## src/rtl/adder_rr_scheduler.sv

```systemverilog
// Round-robin scheduler time-sharing one external 32-bit adder between NREQ requesters.
// Optional `OVERFLOW_FLAG_EN adds a registered two's-complement overflow flag (rsp_ovf).
module adder_rr_scheduler #(
    parameter int NREQ = 4,
    parameter int IDW  = 2
) (
    input  logic              clk,
    input  logic              rst,
    input  logic [NREQ-1:0]   req_valid,
    output logic [NREQ-1:0]   req_ready,
    input  logic [NREQ*32-1:0] req_a,
    input  logic [NREQ*32-1:0] req_b,
    input  logic [NREQ-1:0]   req_cin,
    output logic [31:0]       add_a,
    output logic [31:0]       add_b,
    output logic              add_cin,
    input  logic [31:0]       add_s,
    input  logic              add_cout,
    output logic              rsp_valid,
    input  logic              rsp_ready,
    output logic [IDW-1:0]    rsp_id,
    output logic [31:0]       rsp_sum,
    output logic              rsp_cout
`ifdef OVERFLOW_FLAG_EN
    ,
    output logic              rsp_ovf
`endif
);

    typedef enum logic [1:0] {IDLE, EXEC, RESP} state_t;

    state_t         state_q, state_d;
    logic [IDW-1:0] ptr_q, ptr_d;
    logic [IDW-1:0] id_q, id_d;
    logic [31:0]    add_a_q, add_a_d;
    logic [31:0]    add_b_q, add_b_d;
    logic           add_cin_q, add_cin_d;
    logic           rsp_valid_q, rsp_valid_d;
    logic [31:0]    rsp_sum_q, rsp_sum_d;
    logic           rsp_cout_q, rsp_cout_d;
`ifdef OVERFLOW_FLAG_EN
    logic           rsp_ovf_q, rsp_ovf_d;
`endif

    logic [31:0] op_a [NREQ];
    logic [31:0] op_b [NREQ];

    for (genvar g = 0; g < NREQ; g++) begin : g_split
        assign op_a[g] = req_a[32*g +: 32];
        assign op_b[g] = req_b[32*g +: 32];
    end

    // Rotating priority search: first valid requester at or after the pointer.
    logic           win_found;
    logic [IDW-1:0] win_idx;
    logic [IDW:0]   cand;

    always_comb begin
        win_found = 1'b0;
        win_idx   = '0;
        cand      = '0;
        for (int i = 0; i < NREQ; i++) begin
            cand = {1'b0, ptr_q} + (IDW+1)'(i);
            if (cand >= (IDW+1)'(NREQ)) cand = cand - (IDW+1)'(NREQ);
            if (!win_found && req_valid[cand[IDW-1:0]]) begin
                win_found = 1'b1;
                win_idx   = cand[IDW-1:0];
            end
        end
    end

    always_comb begin
        state_d     = state_q;
        ptr_d       = ptr_q;
        id_d        = id_q;
        add_a_d     = add_a_q;
        add_b_d     = add_b_q;
        add_cin_d   = add_cin_q;
        rsp_valid_d = rsp_valid_q;
        rsp_sum_d   = rsp_sum_q;
        rsp_cout_d  = rsp_cout_q;
`ifdef OVERFLOW_FLAG_EN
        rsp_ovf_d   = rsp_ovf_q;
`endif
        req_ready   = '0;
        case (state_q)
            IDLE: begin
                // Ready is combinational, so it must be masked while reset is held.
                if (win_found && !rst) begin
                    req_ready[win_idx] = 1'b1;
                    add_a_d   = op_a[win_idx];
                    add_b_d   = op_b[win_idx];
                    add_cin_d = req_cin[win_idx];
                    id_d      = win_idx;
                    ptr_d     = (win_idx == IDW'(NREQ-1)) ? '0 : win_idx + IDW'(1);
                    state_d   = EXEC;
                end
            end
            EXEC: begin
                rsp_sum_d   = add_s;
                rsp_cout_d  = add_cout;
`ifdef OVERFLOW_FLAG_EN
                rsp_ovf_d   = (add_a_q[31] == add_b_q[31]) && (add_s[31] != add_a_q[31]);
`endif
                rsp_valid_d = 1'b1;
                state_d     = RESP;
            end
            RESP: begin
                if (rsp_ready) begin
                    rsp_valid_d = 1'b0;
                    state_d     = IDLE;
                end
            end
            default: state_d = IDLE;
        endcase
    end

    always_ff @(posedge clk or posedge rst) begin
        if (rst) begin
            state_q     <= IDLE;
            ptr_q       <= '0;
            id_q        <= '0;
            add_a_q     <= '0;
            add_b_q     <= '0;
            add_cin_q   <= 1'b0;
            rsp_valid_q <= 1'b0;
            rsp_sum_q   <= '0;
            rsp_cout_q  <= 1'b0;
`ifdef OVERFLOW_FLAG_EN
            rsp_ovf_q   <= 1'b0;
`endif
        end else begin
            state_q     <= state_d;
            ptr_q       <= ptr_d;
            id_q        <= id_d;
            add_a_q     <= add_a_d;
            add_b_q     <= add_b_d;
            add_cin_q   <= add_cin_d;
            rsp_valid_q <= rsp_valid_d;
            rsp_sum_q   <= rsp_sum_d;
            rsp_cout_q  <= rsp_cout_d;
`ifdef OVERFLOW_FLAG_EN
            rsp_ovf_q   <= rsp_ovf_d;
`endif
        end
    end

    assign add_a     = add_a_q;
    assign add_b     = add_b_q;
    assign add_cin   = add_cin_q;
    assign rsp_valid = rsp_valid_q;
    assign rsp_id    = id_q;
    assign rsp_sum   = rsp_sum_q;
    assign rsp_cout  = rsp_cout_q;
`ifdef OVERFLOW_FLAG_EN
    assign rsp_ovf   = rsp_ovf_q;
`endif

endmodule

```

## config.mk

```make
export PLATFORM = sky130hd
export DESIGN_NAME = adder_rr_scheduler
export DESIGN_NICKNAME = d
export VERILOG_FILES = /design/src/rtl/adder_rr_scheduler.sv
export SDC_FILE = /design/constraint.sdc
export NUM_CORES = 1
export LEC_CHECK = 0
export CAP_MARGIN = 40
export CELL_PAD_IN_SITES_DETAIL_PLACEMENT = 1
export CELL_PAD_IN_SITES_GLOBAL_PLACEMENT = 1
export CORE_AREA = 3 3 155 157
export DETAILED_ROUTE_END_ITERATION = 7
export DIE_AREA = 0 0 158 160
export PLACE_DENSITY = 0.8
export SETUP_SLACK_MARGIN = 0.4
export SYNTH_ARGS = -nofsm -noshare
export SYNTH_HDL_FRONTEND = slang
export SYNTH_SLANG_ARGS = --single-unit
```

## constraint.sdc

```tcl
create_clock -name clk -period 8.8 [get_ports clk]
set_input_delay 2.2 -clock clk [delete_from_list [all_inputs] [get_ports clk]]
set_output_delay 2.2 -clock clk [all_outputs]
set_load 0.01 [all_outputs]
```

==> results of run 1 <==
-- worst paths after layout --
kind                                        from  depth (start not counted)  slack (ns)               endpoint
setup reg to reg            ptr_q[1]$_DFFE_PP0P_                          8        5.58  add_b[11]$_DFFE_PP0P_
hold / removal             rsp_id[1]$_DFFE_PP0P_                          2        0.49  rsp_id[1]$_DFFE_PP0P_
min in group asynchronous                    rst                          2        2.25  add_b[23]$_DFFE_PP0P_
hold reg to reg            rsp_id[1]$_DFFE_PP0P_                          2        0.49  rsp_id[1]$_DFFE_PP0P_
setup / recovery                    req_valid[2]                          8        1.36           req_ready[0]
max in group asynchronous                    rst                          4        5.40  add_a[15]$_DFFE_PP0P_
-- flip-flops by register name (all words and copies together) (netlist names) --
| register | flops |
|---|---|
| add_b | 32 |
| rsp_cout | 1 |
| add_a | 32 |
| rsp_sum | 32 |
| rsp_valid | 1 |
| add_cin | 1 |
| rsp_id | 2 |
| ptr_q | 2 |
| state_q | 2 |
-- power by group --
part | switching (mW) | internal [mW] | leakage, nW
combinational | 0.753 | 0.885 | 2.93
sequential | 0.136 | 0.717 | 1.28
clock | 0.234 | 0.207 | 0.153
total | 1.12 | 1.81 | 4.37
-- final cells by class --
| type | count | area (um2) | share of cell area (%) |
|---|---|---|---|
| antenna | 1 | 2.50 | 0.0237 |
| clock inverter | 7 | 88.8 | 0.840 |
| tap | 285 | 357 | 3.37 |
| sequential | 105 | 2630 | 24.8 |
| inverter | 6 | 25.0 | 0.237 |
| multi-input combinational | 388 | 3060 | 29.0 |
| clock buffer | 9 | 225 | 2.13 |
| timing repair buffer | 422 | 4190 | 39.6 |
-- stage by stage --
step	worst slack, ns	hold slack [ns]	util (%)	instances
global placement	1.37	0.460	45.2	1204
CTS	1.26	0.493	46.7	1222
detailed placement	1.28	0.471	45.3	1206
global route	1.13	0.533	46.7	1223
finish	1.36	0.491	46.7	1223
floorplan	3.06	0.493	-	575
-- kinds of logic (layout without fill, tap and decap cells) --
kind of cell	count (synthesis)	after routing	synth area share [%]
AOI/OAI and AO/OA	251	251	33.2
DFF	105	105	44.1
and+or+nand+nor	93	93	9.20
buffers and inverters	82	444	5.36
muxes	43	43	7.92
adders and majority gates	1	1	0.210
other	0	1	0
-- cell usage after synthesis --
cell	count
nor3_2	1
a32o_1	56
nor3b_1	1
clkbuf_1	58
o41ai_4	1
and2_1	4
buf_2	9
nand4_1	56
o21bai_1	1
or2_1	1
nand2b_1	2
nor2_1	4
or2_2	1
nor3_1	2
a21o_1	2
o211ai_1	9
nor2b_1	2
mux2i_1	10
o221ai_1	1
a31oi_1	1
a211o_1	56
dfrtp_1	105
nand2_1	8
inv_2	1
o31ai_1	56
a32oi_1	9
ha_1	1
nor4_2	1
buf_1	9
mux2_2	33
a21oi_1	59
inv_1	5
nand3_1	10
-- metal layers --
layer  vias to the layer above  GRT usage [%]
met2                       293           39.6
met5                         -              0
met1                      3328           25.7
li1                       3066              -
met4                         0           8.80
met3                        58           6.69
-- cells in the final DEF, fill, tap and decap left out, types with 6 or more instances in the layout --
cell type	instances
o31ai_1	56
clkdlybuf4s50_1	404
nand2_1	6
a21oi_1	58
mux2i_1	10
a32o_1	56
mux2_2	33
nand3_1	9
dfrtp_1	105
a211o_1	56
buf_4	17
clkbuf_16	9
nand4_1	56
a32oi_1	9
o211ai_1	9
-- worst reg2reg max path: stages, from the launching register on --
cell	delay [ns]
dfrtp_1	0.44
mux2i_1	0.19
nor2_4	0.55
buf_4	0.49
nor3_2	0.10
buf_4	0.21
nor3_2	0.23
buf_4	0.63
a211o_1	0.30
==> metrics.txt, run 1 <==
CP Launch Type=primary input; Clock transition at path regs=0.09 ns; area leader, netlist=dfrtp_1; maxcap violations=0; largest net degree at the start of global routing=68; row count=55; initial antenna violation count=1; nets=1233; Max stage delay cell, worst path=clkdlybuf4s50_1; RePlAce Congestion=0.864; CP required=6.60 ns; layout cells sized above 1=8.96%; Pwr Total=2.93 mW; Setup TNS=0 ns; CTS Buffer Depth=2; Peak VDD IR=0.156 mV; DR vias/cell=5.52; Clock Latency Late Sink=0.36 ns; height of the die=160 um; CTS Root Buffer Type=clkbuf_16; WP buf/inv=4; DRC=0; Total GRT Usage=22.6%; post-detail-place hpwl=21.9 mm; DR top layer=met4; # IOs=405; Routed met3 length=2.42 mm; Setup Fix Bufs, Post-CTS=0; top-area cell type share of the netlist area=44.1%; crit end category=primary output; register area share after synthesis=44.1%; pwr dens=277 nW/um2; FILL cells=2456; CTS tree=yes; Pleak=4.37 nW; Fmax achieved=0.134 GHz; #FFs+latches synth=105; unrepaired setup endpoints after global routing=false; post-route cell area=10600 um2; Clock Sinks=105; Post-Synthesis Cells=575; CP arrival=5.24 ns; final antenna-violating net count=0; Post-Syn Nets=876; Largest delay share family, worst path=buffers and inverters; vias in the first global route=7382; GRT Residual Overflow=0; CP Class=in -> out; DIE AREA=25300 um2; Starting Density=26.3%; PostCTS Resize Cnt=0; # setup viols final=0; drt wl/cell=24.4 um; Slew HR=42.4%; drt first pass iters=4; H-tree depth=3; met2 routed WL=15.1 mm; Port Buf Inserts=404; CP Cell Sequence=clkdlybuf4s50_1 -> mux2i_1 -> nor2_4 -> buf_4 -> nor3_2 -> buf_4 -> nor3_2 -> clkdlybuf4s50_1; Cell Area, Synth=5960 um2; crit path max fanout=35; Pins Over Slew Limit=0; total CTS buffers=9; initial drt markers=281; synth top area cells=dfrtp_1 44%, a32o_1 9.4%, a211o_1 8.2%, o31ai_1 7.1%, mux2_2 6.2%; DR vias=6745; crit share post-route=84.5%; Routed WL=29.9 mm; Hold Crit Class=reg -> reg; post-synth cell types=33; die width=158 um; Final Hold Viols=0; synth-to-layout area growth=77.6%; total core area=22600 um2; worst slew pin tran=0.863 ns; first-pass GRT wire length=44.2 mm; outcome=finished clean; DP Area=10300 um2; CTS Hold Bufs=0; clock skew=0.0111 ns; max incr delay on CP=0.66 ns; Tmin final=7.44 ns; Metal-1 WL=11.3 mm; average size of a mapped cell=10.4 um2; Yosys warning count=0
Power figures use the tool's default switching activity.
==> run 2, diff against run 1 <==
Settings changed: CORE_AREA 3 3 155 157 to unset, CORE_MARGIN set to 3, CORE_UTILIZATION set to 23, DIE_AREA 0 0 158 160 to unset, PLACE_DENSITY 0.8 to 0.75.
Clock period 8.8 ns to 6.83 ns, I/O delays scaled along.
==> run 2 against run 1 <==
- utilization decreased by 4.6 points
- sequential cell count unchanged
- sequential power increased by 29%
- cell area increased by 0.86%
- final cell count increased by 3.8%
- largest cell class unchanged
- highest routed layer unchanged
==> metrics.txt, run 2 (same netlist as run 1, synthesis figures left out) <==
Total GRT Usage=21.1%; vias in the first global route=7453; most common cell after layout, fill and taps aside=clkdlybuf4s50_1; Post-Layout Cell Count=1270; # IOs=405; Clock transition at path regs=0.08 ns; Place WS=1.10 ns; total core area=25300 um2; Hold Slack=0.480 ns; nets=1235; post-detail-place hpwl=21.6 mm; Slew HR=39.1%; CTS tree=yes; pwr dens=357 nW/um2; Pins Over Slew Limit=0; DR vias=6818; crit end category=primary output; Clock Latency Late Sink=0.37 ns; CTS Root Buffer Type=clkbuf_16; crit share post-route=83.8%; Port Buf Inserts=404; drt first pass iters=4; layout cells sized above 1=9.16%; DRC=0; Setup crit end=req_ready[1]; worst slew pin tran=0.913 ns; Fmax achieved=0.175 GHz; Pleak=4.39 nW; Setup TNS=0 ns; Final Hold Viols=0; CTS Hold Bufs=0; unrepaired setup endpoints after global routing=false; worst setup path start=req_valid[2]; Routed WL=30.5 mm; H-tree depth=3; CP required=5.12 ns; post-route cell area=10700 um2; Setup Fix Bufs, Post-CTS=0; PostCTS Resize Cnt=0; outcome=finished clean; largest net degree at the start of global routing=68; Peak VDD IR=0.204 mV; Clock Sinks=105; final antenna-violating net count=0; initial antenna violation count=1; first-pass GRT wire length=45.9 mm; initial drt markers=452; CP Launch Type=primary input; drt wl/cell=24.0 um; hold path depth=2; GRT Residual Overflow=0; crit path max fanout=57; Starting Density=23.5%; synth-to-layout area growth=79.1%; # setup viols final=0; r2r startpoint=ptr_q[1]$_DFFE_PP0P_; worst reg-to-reg path cell count=7; clock skew=0.0153 ns; DP Area=10400 um2; Tmin final=5.72 ns; die width=167 um; DIE AREA=27900 um2; FF-to-FF setup slack=4.05 ns; RePlAce Congestion=0.830; DR vias/cell=5.37; Pwr Total=3.81 mW; Placed Cells=1253; reg2reg end=add_a[28]$_DFFE_PP0P_; CTS Buffer Depth=2; Hold Crit Class=reg -> reg; final worst slack=1.11 ns; height of the die=167 um; most frequent cells in the layout=404 x clkdlybuf4s50_1, 105 x dfrtp_1, 58 x a21oi_1; total CTS buffers=9; CP Class=in -> out; Final Util=42.1%; maxcap violations=0; row count=58; CP arrival=4.02 ns
## run 2: changes by cell type in the layout (fill, tap and decap cells not counted), sizes merged
cell / previous run / this run
inv: 10 / 9
clkinv: 3 / 4
buf: 18 / 20
## run 2: worst max-delay path, stage by stage
cell	delay, ns
clkdlybuf4s50_1	0.60
nand2b_1	0.15
a21oi_4	0.18
buf_4	0.63
nor4_4	0.05
and2_1	0.18
clkdlybuf4s50_1	0.50
## run 2: final cells by class
type,count,area (um2)
diodes,1,2.50
clock buffers,9,225
clock inverters,7,81.3
fillers,2806,14700
inverters,6,25.0
multi-input cells,388,3060
flip-flops and latches,105,2630
well taps,330,413
repair buffers,424,4230
## run 2: per-layer routing
metal | track usage, % | share of wire [%] | wire, um | vias to the layer above
met2 | 37.0 | 51 | 15500 | 294
met4 | 5.06 | 1.9 | 569 | 0
met5 | 0 | 0 | 0 | -
met3 | 6.34 | 7.5 | 2300 | 31
li1 | - | - | - | 3067
met1 | 25.2 | 40 | 12200 | 3426
## run 2: how the worst min path moves through the flow
stage / slack, ns / from / to
2_1_floorplan: 0.49 / state_q[1]$_DFFE_PP0P_ / rsp_valid$_DFFE_PP0P_
3_3_place_gp: 0.46 / rsp_id[1]$_DFFE_PP0P_ / rsp_id[1]$_DFFE_PP0P_
3_5_place_dp: 0.47 / rsp_id[1]$_DFFE_PP0P_ / rsp_id[1]$_DFFE_PP0P_
4_1_cts: 0.49 / rsp_id[1]$_DFFE_PP0P_ / rsp_id[1]$_DFFE_PP0P_
5_1_grt: 0.52 / rsp_id[0]$_DFFE_PP0P_ / rsp_id[0]$_DFFE_PP0P_
6_report: 0.48 / rsp_id[1]$_DFFE_PP0P_ / rsp_id[1]$_DFFE_PP0P_
## run 2: where the power goes
group | total, mW | internal [mW] | switching (mW)
logic | 2.15 | 1.15 | 0.998
registers | 1.10 | 0.924 | 0.179
clock network | 0.554 | 0.263 | 0.291
==> run 3, diff against run 2 <==
Settings changed: CORE_UTILIZATION 23 to 26, PLACE_DENSITY 0.75 to 0.8.
Clock period 6.83 ns to 5.8 ns, I/O delays scaled along.
==> run 3 against run 2 <==
- first-iteration DRC count is 3.3% lower
- sequential share of layout area is 0.18 points higher
- die area is 11% lower
- total power is 18% higher
- cell area is 0.73% lower
==> metrics.txt, run 3 (same netlist as run 1, synthesis figures left out) <==
outcome=finished clean; Hold Crit Class=reg -> reg; Port Buf Inserts=404; Max stage delay cell, worst path=clkdlybuf4s50_1; WP buf/inv=4; clock power share=15.1%; Setup TNS=0 ns; height of the die=157 um; Post-Layout Cell Count=1217; Placed Cells=1200; row count=54; Comb power frac=56.2%; # IOs=405; GRT Residual Overflow=0; CTS tree=yes; max incr delay on CP=0.63 ns; crit share post-route=90.8%; unrepaired setup endpoints after global routing=false; Hold Slack=0.486 ns; CP arrival=3.82 ns; post-detail-place hpwl=21.5 mm; Routed WL=30.4 mm; PostCTS Resize Cnt=0; DIE AREA=24800 um2; Total GRT Usage=23.4%; layout cells sized above 1=8.87%; Clock Sinks=105; initial antenna violation count=1; first-pass GRT wire length=44.5 mm; total core area=22200 um2; Pleak=4.37 nW; synth-to-layout area growth=77.8%; Clock transition at path regs=0.09 ns; CP Launch Type=primary input; most frequent cells in the layout=404 x clkdlybuf4s50_1, 105 x dfrtp_1, 58 x a21oi_1; Crit path top cell by count=clkdlybuf4s50_1; crit path max fanout=57; worst slew pin tran=0.883 ns; DR vias=6845; DP Area=10300 um2; CTS Root Buffer Type=clkbuf_16; largest net degree at the start of global routing=68; Fmax achieved=0.190 GHz; clock skew=0.0170 ns; H-tree depth=3; internal power=2.76 mW; crit end category=primary output; Sw Share=38.7%; DRC=0; Pins Over Slew Limit=0; drt wl/cell=24.9 um; switching pwr=1.74 mW; Peak VDD IR=0.236 mV; total CTS buffers=9; die width=157 um; # setup viols final=0; Slew HR=41.2%; part of the power in registers=28.6%; Final Hold Viols=0; vias in the first global route=7301; Largest delay share family, worst path=buffers and inverters; initial drt markers=437; maxcap violations=0; RePlAce Congestion=0.861; Tmin final=5.27 ns; Setup Fix Bufs, Post-CTS=0; CP Class=in -> out; Clock Latency Late Sink=0.37 ns; final antenna-violating net count=0; Starting Density=26.9%; CTS Hold Bufs=0; nets=1232; most common cell after layout, fill and taps aside=clkdlybuf4s50_1; CP required=4.35 ns; drt first pass iters=5; pwr dens=425 nW/um2; CTS Buffer Depth=2; CP Cell Sequence=clkdlybuf4s50_1 -> inv_1 -> and2_2 -> buf_4 -> nor4_4 -> and2_1 -> clkdlybuf4s50_1; DR vias/cell=5.62; post-route cell area=10600 um2
run 3: final timing paths:
check / slack, ns / end / from / cells past startpoint
worst max-delay path: 0.53 / req_ready[1] / req_valid[3] / 7
worst min-delay path: 0.49 / rsp_id[0]$_DFFE_PP0P_ / rsp_id[0]$_DFFE_PP0P_ / 1
worst max register to register: 3.04 / add_b[1]$_DFFE_PP0P_ / ptr_q[1]$_DFFE_PP0P_ / 7
worst min register to register: 0.49 / rsp_id[0]$_DFFE_PP0P_ / rsp_id[0]$_DFFE_PP0P_ / 1
max in group asynchronous: 3.38 / add_a[18]$_DFFE_PP0P_ / rst / 3
min in group asynchronous: 1.44 / rsp_sum[26]$_DFFE_PP0P_ / rst / 2
run 3: cell type report:
| class | count | area, um2 |
|---|---|---|
| Inverter | 6 | 25.0 |
| Timing Repair Buffer | 421 | 4190 |
| Tap cell | 280 | 350 |
| Clock buffer | 9 | 225 |
| Multi-Input combinational cell | 388 | 3070 |
| Sequential cell | 105 | 2630 |
| Clock inverter | 7 | 101 |
| Antenna cell | 1 | 2.50 |
| Fill cell | 2435 | 11600 |
run 3: routing by layer:
layer	vias up	wire, um	track usage [%]
met3	27	2110	5.22
met1	3455	12000	28.2
met2	297	15700	42.2
li1	3066	-	-
met4	0	561	6.07
met5	-	0	0
run 3: power groups by stage:
stage                     sequential (mW)  clock, mW  combinational (mW)
after detailed placement             1.31          0                2.55
after global routing                 1.34      0.736                2.71
after global placement               1.29          0                2.48
after floorplan                      1.44          0                1.07
after CTS                            1.29      0.708                2.56
final                                1.29      0.680                2.53
run 3: stage by stage:
step / worst slack (ns) / power [mW] / utilization [%]
floorplan: 1.56 / 2.52 / -
global placement: 0.575 / 3.76 / 46.2
detailed placement: 0.543 / 3.85 / 46.3
CTS: 0.528 / 4.56 / 47.8
global route: 0.407 / 4.78 / 47.8
finish: 0.533 / 4.50 / 47.8
